[src/rtl/display_mux_if.sv]
// Bundles the load/data inputs and scan outputs of the 7-segment display scanner.
// The master side is the controlling logic; the slave side is display_mux itself.
interface display_mux_if #(
  parameter int N_DIGITS = 4
);
  logic                  enable;
  logic                  load;
  logic [4*N_DIGITS-1:0] digits_in;
  logic [N_DIGITS-1:0]   dp_in;
  logic [3:0]            bcd_out;
  logic [N_DIGITS-1:0]   dig_sel;
  logic                  dp_out;
  logic                  frame_done;
  logic                  load_ack;

  modport master (
    output enable, load, digits_in, dp_in,
    input  bcd_out, dig_sel, dp_out, frame_done, load_ack
  );

  modport slave (
    input  enable, load, digits_in, dp_in,
    output bcd_out, dig_sel, dp_out, frame_done, load_ack
  );
endinterface

[src/rtl/display_mux.sv]
// Time-multiplexed scan controller for a common-anode multi-digit 7-segment display,
// with leading-zero blanking and frame-synchronous (tear-free) loading via a shadow register.
module display_mux #(
  parameter int N_DIGITS = 4,
  parameter int PRESCALE = 50000,
  parameter int BLANK_LZ = 1
) (
  input logic         clk,
  input logic         rst,
  display_mux_if.slave bus
);

  localparam int CW = (PRESCALE > 1) ? $clog2(PRESCALE) : 1;
  localparam int IW = (N_DIGITS > 1) ? $clog2(N_DIGITS) : 1;
  localparam logic [CW-1:0] CNT_MAX = CW'(PRESCALE - 1);
  localparam logic [IW-1:0] IDX_MAX = IW'(N_DIGITS - 1);

  logic [CW-1:0]         r_cnt;
  logic [IW-1:0]         r_idx;
  logic [4*N_DIGITS-1:0] r_actDig;
  logic [N_DIGITS-1:0]   r_actDp;
  logic [4*N_DIGITS-1:0] r_shDig;
  logic [N_DIGITS-1:0]   r_shDp;
  logic                  r_pending;
  logic                  r_frameDone;
  logic                  r_loadAck;

  logic                  w_slotEnd;
  logic                  w_boundary;
  logic [N_DIGITS-1:0]   w_blank;

  assign w_slotEnd  = (r_cnt == CNT_MAX);
  assign w_boundary = w_slotEnd && (r_idx == IDX_MAX);

  // A load on the boundary bypasses the shadow so the newest data wins.
  always_ff @(posedge clk) begin
    if (rst) begin
      r_cnt       <= '0;
      r_idx       <= '0;
      r_actDig    <= '0;
      r_actDp     <= '0;
      r_shDig     <= '0;
      r_shDp      <= '0;
      r_pending   <= 1'b0;
      r_frameDone <= 1'b0;
      r_loadAck   <= 1'b0;
    end else begin
      r_cnt <= w_slotEnd ? '0 : r_cnt + 1'b1;
      if (w_slotEnd) begin
        r_idx <= (r_idx == IDX_MAX) ? '0 : r_idx + 1'b1;
      end
      r_frameDone <= w_boundary;
      r_loadAck   <= 1'b0;
      if (bus.load) begin
        if (w_boundary) begin
          r_actDig  <= bus.digits_in;
          r_actDp   <= bus.dp_in;
          r_pending <= 1'b0;
          r_loadAck <= 1'b1;
        end else begin
          r_shDig   <= bus.digits_in;
          r_shDp    <= bus.dp_in;
          r_pending <= 1'b1;
        end
      end else if (w_boundary && r_pending) begin
        r_actDig  <= r_shDig;
        r_actDp   <= r_shDp;
        r_pending <= 1'b0;
        r_loadAck <= 1'b1;
      end
    end
  end

  // Walk from the most significant digit down; a digit stays blank only while
  // every digit above it (and itself) is a plain zero without a decimal point.
  always_comb begin : blankCalc
    logic lzRun;
    lzRun   = 1'b1;
    w_blank = '0;
    for (int i = N_DIGITS - 1; i >= 0; i--) begin
      lzRun      = lzRun && (r_actDig[4*i +: 4] == 4'd0) && !r_actDp[i];
      w_blank[i] = (BLANK_LZ != 0) && (i > 0) && lzRun;
    end
  end

  always_comb begin
    bus.dig_sel = '1;
    bus.bcd_out = 4'd0;
    bus.dp_out  = 1'b0;
    for (int i = 0; i < N_DIGITS; i++) begin
      if ((r_idx == IW'(i)) && bus.enable && !w_blank[i]) begin
        bus.dig_sel[i] = 1'b0;
        bus.bcd_out    = r_actDig[4*i +: 4];
        bus.dp_out     = r_actDp[i];
      end
    end
  end

  assign bus.frame_done = r_frameDone;
  assign bus.load_ack   = r_loadAck;

endmodule

[src/flat_wrapper.sv]
// flat-port wrapper written by rule: the top's interface ports become plain ports
module display_mux_flat 
#(
  parameter int N_DIGITS = 4,
  parameter int PRESCALE = 50000,
  parameter int BLANK_LZ = 1
)
  (clk, rst, bus_enable, bus_load, bus_digits_in, bus_dp_in, bus_bcd_out, bus_dig_sel, bus_dp_out, bus_frame_done, bus_load_ack);
  display_mux_if #(.N_DIGITS(N_DIGITS)) bus_i ();
  input logic clk;
  input logic rst;
  input wire logic [$bits(bus_i.enable)-1:0] bus_enable;
  input wire logic [$bits(bus_i.load)-1:0] bus_load;
  input wire logic [$bits(bus_i.digits_in)-1:0] bus_digits_in;
  input wire logic [$bits(bus_i.dp_in)-1:0] bus_dp_in;
  output wire logic [$bits(bus_i.bcd_out)-1:0] bus_bcd_out;
  output wire logic [$bits(bus_i.dig_sel)-1:0] bus_dig_sel;
  output wire logic [$bits(bus_i.dp_out)-1:0] bus_dp_out;
  output wire logic [$bits(bus_i.frame_done)-1:0] bus_frame_done;
  output wire logic [$bits(bus_i.load_ack)-1:0] bus_load_ack;
  assign bus_i.enable = bus_enable;
  assign bus_i.load = bus_load;
  assign bus_i.digits_in = bus_digits_in;
  assign bus_i.dp_in = bus_dp_in;
  assign bus_bcd_out = bus_i.bcd_out;
  assign bus_dig_sel = bus_i.dig_sel;
  assign bus_dp_out = bus_i.dp_out;
  assign bus_frame_done = bus_i.frame_done;
  assign bus_load_ack = bus_i.load_ack;
  display_mux #(.N_DIGITS(N_DIGITS), .PRESCALE(PRESCALE), .BLANK_LZ(BLANK_LZ)) u_core (.clk(clk), .rst(rst), .bus(bus_i));
endmodule
[config.mk]
export PLATFORM = sky130hd
export DESIGN_NAME = display_mux_flat
export DESIGN_NICKNAME = d
export VERILOG_FILES = /design/src/rtl/display_mux_if.sv /design/src/rtl/display_mux.sv /design/src/flat_wrapper.sv
export SDC_FILE = /design/constraint.sdc
export NUM_CORES = 1
export LEC_CHECK = 0
export ABC_AREA = 1
export CAP_MARGIN = 30
export CELL_PAD_IN_SITES_DETAIL_PLACEMENT = 0
export CELL_PAD_IN_SITES_GLOBAL_PLACEMENT = 2
export CORE_AREA = 2 2 107 109
export CTS_CLUSTER_DIAMETER = 120
export DETAILED_ROUTE_END_ITERATION = 12
export DIE_AREA = 0 0 109 111
export PLACE_DENSITY_LB_ADDON = 0.2
export SLEW_MARGIN = 20
export SYNTH_ARGS = -nofsm -noshare
export SYNTH_HDL_FRONTEND = slang
export SYNTH_SLANG_ARGS = --single-unit
[constraint.sdc]
create_clock -name clk -period 1.5 [get_ports clk]
set_input_delay 0.15 -clock clk [delete_from_list [all_inputs] [get_ports clk]]
set_output_delay 0.15 -clock clk [all_outputs]
set_load 0.005 [all_outputs]
==> flow_summary.toml, run 1 <==
[final_layout]
layout_commonest_cell = "nor2_1"
drive_above_1_share_pct = 45.75
area_growth_syn_to_layout_pct = 79.62
diodes = 0
nets = 577
mostFrequentLayoutCells = "nor2_1, buf_4, dfxtp_1"
n_fill_cell = 1094
stdcell_count = 696
fin_area_sq_um = 5371

[floorplan]
die_area_sq_um = 12100
num_rows = 39
core_sq_um = 11080
io_pins = 35
start_util_pct = 27.00
die_x_um = 109
die_y_um = 111

[power_and_ir_drop]
comb_power_share_pct = 10.0
total_power_w = 0.004643
swShare_pct = 21.07
power_frac_clock_pct = 53.3
p_sw_w = 0.0009783
p_seq_share_pct = 36.8
leakage_nw = 2.371
powerDensity_nw_per_um2 = 864.4
irDropWorstVdd_mv = 0.5237
p_int_w = 0.003665

[route]
vias = 3011
ant_nets = 0
routed_via_density = 4.326
wl_per_cell_um = 12.97
drc = 0
drt_iter0_drc = 53
wirelength_mm = 9.029
drt-pass1-iter-count = 4

[setup_path]
crit_arrival_ns = 1.64
startpoint = "u_core.r_idx[0]"
worstSetupEndpointType = "output pin"
crit_type = "flip-flop to output pin"
required_ns = 1.35
regToRegStartpoint = "u_core.r_cnt[0]"
critPathLaunchType = "flip-flop"
critPathMaxFanout = 5
cpPeakStageDelay_ns = 0.36
critPathSlowestCell = "dfxtp_4"
worstPathCellList = "ha_1 -> nand2_1 -> inv_2 -> buf_4 -> nand3_1 -> nand3_2 -> a21oi_2 -> buf_2"

[timing]
slew_violations = 0
period_minus_slack_ns = 1.788
worstMarginPinSlew_ns = 0.5246
clock_skew_ns = 0.007720
worst_slack_ns = -0.2877
fin_crit_sh_pct = 119.2
finalSetupViolations = 49
rsz0062_at_grt = "yes"
fmax_ghz = 0.5594
finalHoldViolations = 0
relSlewSlack_pct = 65.03
tns_ns = -6.081

[place]
dpl.hpwl_mm = 5.562
place_area_sq_um = 3910
dp.cells = 644
port_buffers = 34
gp_routability_congestion = 0.8490

[clock_tree]
cts_tree = "built"
cts.clk_slew.worst_paths_ns = 0.06
numClockSinks = 61
cts-root-buf = "clkbuf_16"
clk_latency_ns = 0.33
cts_hold_buffers = 0
cts_buffers = 9
cts_max_level = 3
clockBufferDepth = 2

[global_routing]
grtUsageTotal_pct = 15.42
antenna_found_initial = 0
grt_overflow = 0
grt_pass1_vias = 2908
grt_max_degree = 41
grt_pass1_wl_mm = 14.38

[synthesis]
async_reset_ff_share_pct = 0
yosys_warnings = 0
syn_avg_cell_area_sq_um = 7.003
synth_seq_cells = 61
synthCells = 427
seq_area_frac_synth_pct = 40.84
syn_area_sq_um = 2990
ys_types = 31
synth_ff_type = "dfxtp_1"
syn-num-nets = 456
synth_edf_count = 0

[min_path]
hp-class = "input port to flip-flop"
holdCritStartpoint = "bus_digits_in[9]"

[outcome]
violations = "setup timing"
status = "finished with violations"

[job]
max_cap_violations = 0
[power by group through the flow]
| stage | Clock [W] | Combinational (W) | Sequential [W] |
|---|---|---|---|
| finish | 0.00247 | 0.000462 | 0.00171 |
| global route | 0.00261 | 0.000498 | 0.00171 |
| CTS | 0.00254 | 0.000406 | 0.00170 |
| detailed placement | 0 | 0.000301 | 0.00172 |
| global placement | 0 | 0.000298 | 0.00172 |
| floorplan | 0 | 0.000163 | 0.00172 |
[critical path: cells and delay by family (launching register included)]
family | cells | cell delay [ns]
adder cells (fa/ha/maj) | 1 | 0.20
buffers and inverters | 3 | 0.33
AO/OA/AOI/OAI | 1 | 0.13
flip-flops | 1 | 0.36
AND/OR/NAND/NOR | 3 | 0.29
[what timing repair did]
action | CTS | global route
buffers inserted | 21 | 14
gates cloned | 9 | 0
pin swaps | 31 | 46
gates resized for setup | 159 | 87
setup endpoints to repair | 49 | 60
[layer usage]
layer	GRT usage (%)	wire length [um]	vias to the layer above
met5	0	0	-
met1	22.59	4553	1359
met3	2.293	272	15
met4	7.778	208	0
met2	21.61	3995	43
li1	-	-	1594
[path summary, 6_finish.rpt]
kind,endpoint,slack (ns),cells past startpoint
worst max-delay path,bus_bcd_out[3],-0.29,8
worst max register to register,u_core.r_shDig[10],-0.16,12
worst min register to register,u_core.r_actDp[3],0.47,2
worst min-delay path,u_core.r_shDig[9],0.46,3
[sequential cells by signal, summed over array words and instances, names as in the netlist]
name and flops:
u_core.bus.load_ack 1, u_core.r_cnt 16, u_core.bus.frame_done 1, u_core.r_actDp 4, u_core.r_pending 1, u_core.r_actDig 16, u_core.r_shDig 16, u_core.r_shDp 4
u_core.r_idx 2
[synth_stat cells (6+ instances only)]
library cell	instances	share of area [%]
nor2_1	106	13
nand2_1	92	12
dfxtp_1	61	41
inv_1	36	4.5
mux2i_1	20	6.7
o21ai_1	20	3.3
nand3_1	19	3.2
a21oi_1	12	2.0
nand4_1	6	1.3
o21ai_0	6	1.0
[stage by stage]
stage               hold slack, ns  setup WS [ns]  utilization, %
floorplan                   0.2224        0.01182               -
global placement            0.4614        -0.4629           35.30
detailed placement          0.4715        -0.4685           35.30
CTS                         0.4532        -0.2956           45.79
global route                0.4822        -0.3859           48.49
finish                      0.4594        -0.2877           48.49
[cell families (layout without fill, tap and decap cells)]
kind of cell | after synthesis | after routing | synth area share (%)
and+or+nand+nor | 238 | 238 | 33.64
DFF | 61 | 61 | 40.84
buffers and inverters | 59 | 185 | 8.703
AOI/OAI and AO/OA | 40 | 40 | 6.862
muxes | 20 | 20 | 6.694
adders and majority gates | 5 | 5 | 2.092
xor gates and xnor gates | 4 | 4 | 1.172
[cell type report]
| type | instances | area [sq um] | area share [%] |
|---|---|---|---|
| timing repair inverter | 3 | 38.79 | 0.7221 |
| inverter | 42 | 172.7 | 3.215 |
| sequential | 61 | 1234 | 22.97 |
| timing repair buffer | 124 | 1290 | 24.02 |
| multi-input combinational | 307 | 2097 | 39.04 |
| tap | 143 | 178.9 | 3.331 |
| clock buffer | 13 | 270.3 | 5.031 |
| clock inverter | 3 | 90.09 | 1.677 |
Note: power is estimated with default switching activity, not from simulation.
==> run 2, diff against run 1 <==
--- a/config.mk
+++ b/config.mk
@@ -13,6 +13,7 @@
 export CTS_CLUSTER_DIAMETER = 120
 export DETAILED_ROUTE_END_ITERATION = 12
 export DIE_AREA = 0 0 109 111
+export HOLD_SLACK_MARGIN = 0.12
 export PLACE_DENSITY_LB_ADDON = 0.2
 export SLEW_MARGIN = 20
 export SYNTH_ARGS = -nofsm -noshare
==> results of run 2 <==
The final DEF is identical to that of run 1; final timing and power are the same.
==> run 3, diff against run 2 <==
--- a/config.mk
+++ b/config.mk
@@ -10,12 +10,13 @@
 export CELL_PAD_IN_SITES_DETAIL_PLACEMENT = 0
 export CELL_PAD_IN_SITES_GLOBAL_PLACEMENT = 2
 export CORE_AREA = 2 2 107 109
-export CTS_CLUSTER_DIAMETER = 120
 export DETAILED_ROUTE_END_ITERATION = 12
 export DIE_AREA = 0 0 109 111
 export HOLD_SLACK_MARGIN = 0.12
+export MAX_ROUTING_LAYER = met4
 export PLACE_DENSITY_LB_ADDON = 0.2
 export SLEW_MARGIN = 20
 export SYNTH_ARGS = -nofsm -noshare
 export SYNTH_HDL_FRONTEND = slang
 export SYNTH_SLANG_ARGS = --single-unit
+export TNS_END_PERCENT = 20
==> run 3 against run 2 <==
  * The run still ends with setup timing left
  * Final cell count fell by 2.9%
  * Sequential power barely moved
  * Combinational power is 32% lower
  * Clock skew barely moved
  * Global-route usage shrank 1.5 points
  * Die area unchanged
  * Routed wire length down 9.7%
  * Cell area fell by 12%
  * Worst hold slack got worse by 0.0021 ns
  * Largest cell class unchanged
==> flow_summary.toml, run 3 (synthesis results as in run 1) <==
[outcome]
status = "finished with violations"
violations = "setup timing"

[setup_path]
regToRegStartpoint = "u_core.r_cnt[1]"
worstPathCellList = "inv_2 -> ha_1 -> nand2_1 -> inv_2 -> nand2_4 -> buf_6 -> nand2_1 -> nand3_2 -> a21oi_2 -> buf_2"
required_ns = 1.35
critPathLaunchType = "flip-flop"
crit_arrival_ns = 1.64
critPathMaxFanout = 4
worstSetupEndpointType = "output pin"
crit_type = "flip-flop to output pin"
critPathSlowestCell = "dfxtp_2"
startpoint = "u_core.r_idx[1]"
r2r_slack_ns = -0.14
cpPeakStageDelay_ns = 0.32

[final_layout]
mostFrequentLayoutCells = "nor2_1, nand2_1, buf_4, dfxtp_1, inv_1"
diodes = 0
area_growth_syn_to_layout_pct = 57.57
nets = 557
reg_top3 = "u_core.r_actDig x16, u_core.r_cnt x16, u_core.r_shDig x16"
layout_commonest_cell = "nor2_1"
drive_above_1_share_pct = 30.96
stdcell_count = 676
utilization_pct = 42.54

[power_and_ir_drop]
irDropWorstVdd_mv = 0.5038
total_power_w = 0.004481
powerDensity_nw_per_um2 = 951.0
leakage_nw = 2.107

[timing]
period_minus_slack_ns = 1.787
fin_crit_sh_pct = 119.1
finalHoldViolations = 0
hold_ws_ns = 0.4574
finalSetupViolations = 49
fmax_ghz = 0.5596
worstMarginPinSlew_ns = 0.4105
worst_slack_ns = -0.2870
relSlewSlack_pct = 72.63
clock_skew_ns = 0.007295
rsz0062_at_grt = "yes"
tns_ns = -4.488
slew_violations = 0

[floorplan]
io_pins = 35
die_y_um = 111
die_area_sq_um = 12100
core_sq_um = 11080
die_x_um = 109
start_util_pct = 27.00
num_rows = 39

[clock_tree]
cts_max_level = 3
clk_latency_ns = 0.33
cts.clk_slew.worst_paths_ns = 0.06
cts_hold_buffers = 0
cts_buffers = 9
clockBufferDepth = 2
cts-root-buf = "clkbuf_16"
cts_tree = "built"
numClockSinks = 61

[route]
drt_iter0_drc = 92
drc = 0
drt-pass1-iter-count = 4
wl_per_cell_um = 12.06
ant_nets = 0
wirelength_mm = 8.152
vias = 2860
routed_via_density = 4.231

[global_routing]
antenna_found_initial = 0
grt_overflow = 0
grt_pass1_wl_mm = 12.66
grt_pass1_vias = 2663
grt_max_degree = 41
grtUsageTotal_pct = 13.89

[min_path]
hp-class = "input port to flip-flop"
holdCritStartpoint = "bus_digits_in[9]"

[place]
port_buffers = 34
dpl.hpwl_mm = 5.562
dp.cells = 644
gp_routability_congestion = 0.8624

[job]
max_cap_violations = 0
[run 3: final cells by class]
| class | count | area [sq um] |
|---|---|---|
| Tap cell | 143 | 178.9 |
| Timing Repair Buffer | 107 | 1022 |
| Inverter | 42 | 165.2 |
| Fill cell | 1156 | 6365 |
| Sequential cell | 61 | 1231 |
| Clock buffer | 13 | 270.3 |
| Multi-Input combinational cell | 307 | 1754 |
| Clock inverter | 3 | 90.09 |
[run 3: report_power, final]
part / internal [W] / switching (W)
sequential: 0.00167 / 0.0000235
clock: 0.00176 / 0.000717
combinational: 0.000160 / 0.000155
total: 0.00359 / 0.000895
[run 3: routing by layer]
metal | GRT usage [%] | up-vias | routed length [um]
met2 | 17.81 | 58 | 3305
li1 | - | 1544 | -
met1 | 20.30 | 1241 | 4314
met3 | 2.116 | 17 | 308
met4 | 7.778 | 0 | 224
met5 | - | - | 0
[run 3: critical path: cells and delay by family, from the launching register on]
kind / cells / cell delay, ns
adders and majority gates: 1 / 0.16
AOI/OAI and AO/OA: 1 / 0.13
DFF: 1 / 0.32
and+or+nand+nor: 4 / 0.27
buffers and inverters: 4 / 0.43
[run 3: final timing paths]
| path | to | cells past startpoint |
|---|---|---|
| worst max-delay path | bus_dp_out | 10 |
| worst min-delay path | u_core.r_shDig[9] | 3 |
| worst max register to register | u_core.r_actDig[8] | 11 |
| worst min register to register | u_core.r_actDp[3] | 2 |
[run 3: metrics by stage]
stage | setup WS [ns] | cell area [sq um]
after CTS | -0.2956 | 4492
after floorplan | 0.01182 | 2990
after global placement | -0.4629 | 3910
after detailed placement | -0.4685 | 3910
final | -0.2870 | 4712
after global routing | -0.3862 | 4712
[run 3: repair_timing]
item                       CTS  global route
setup endpoints to repair   49            59
buffers inserted             9             6
cloned                       0             2
pin swaps                   13            31
resized for setup           80            39
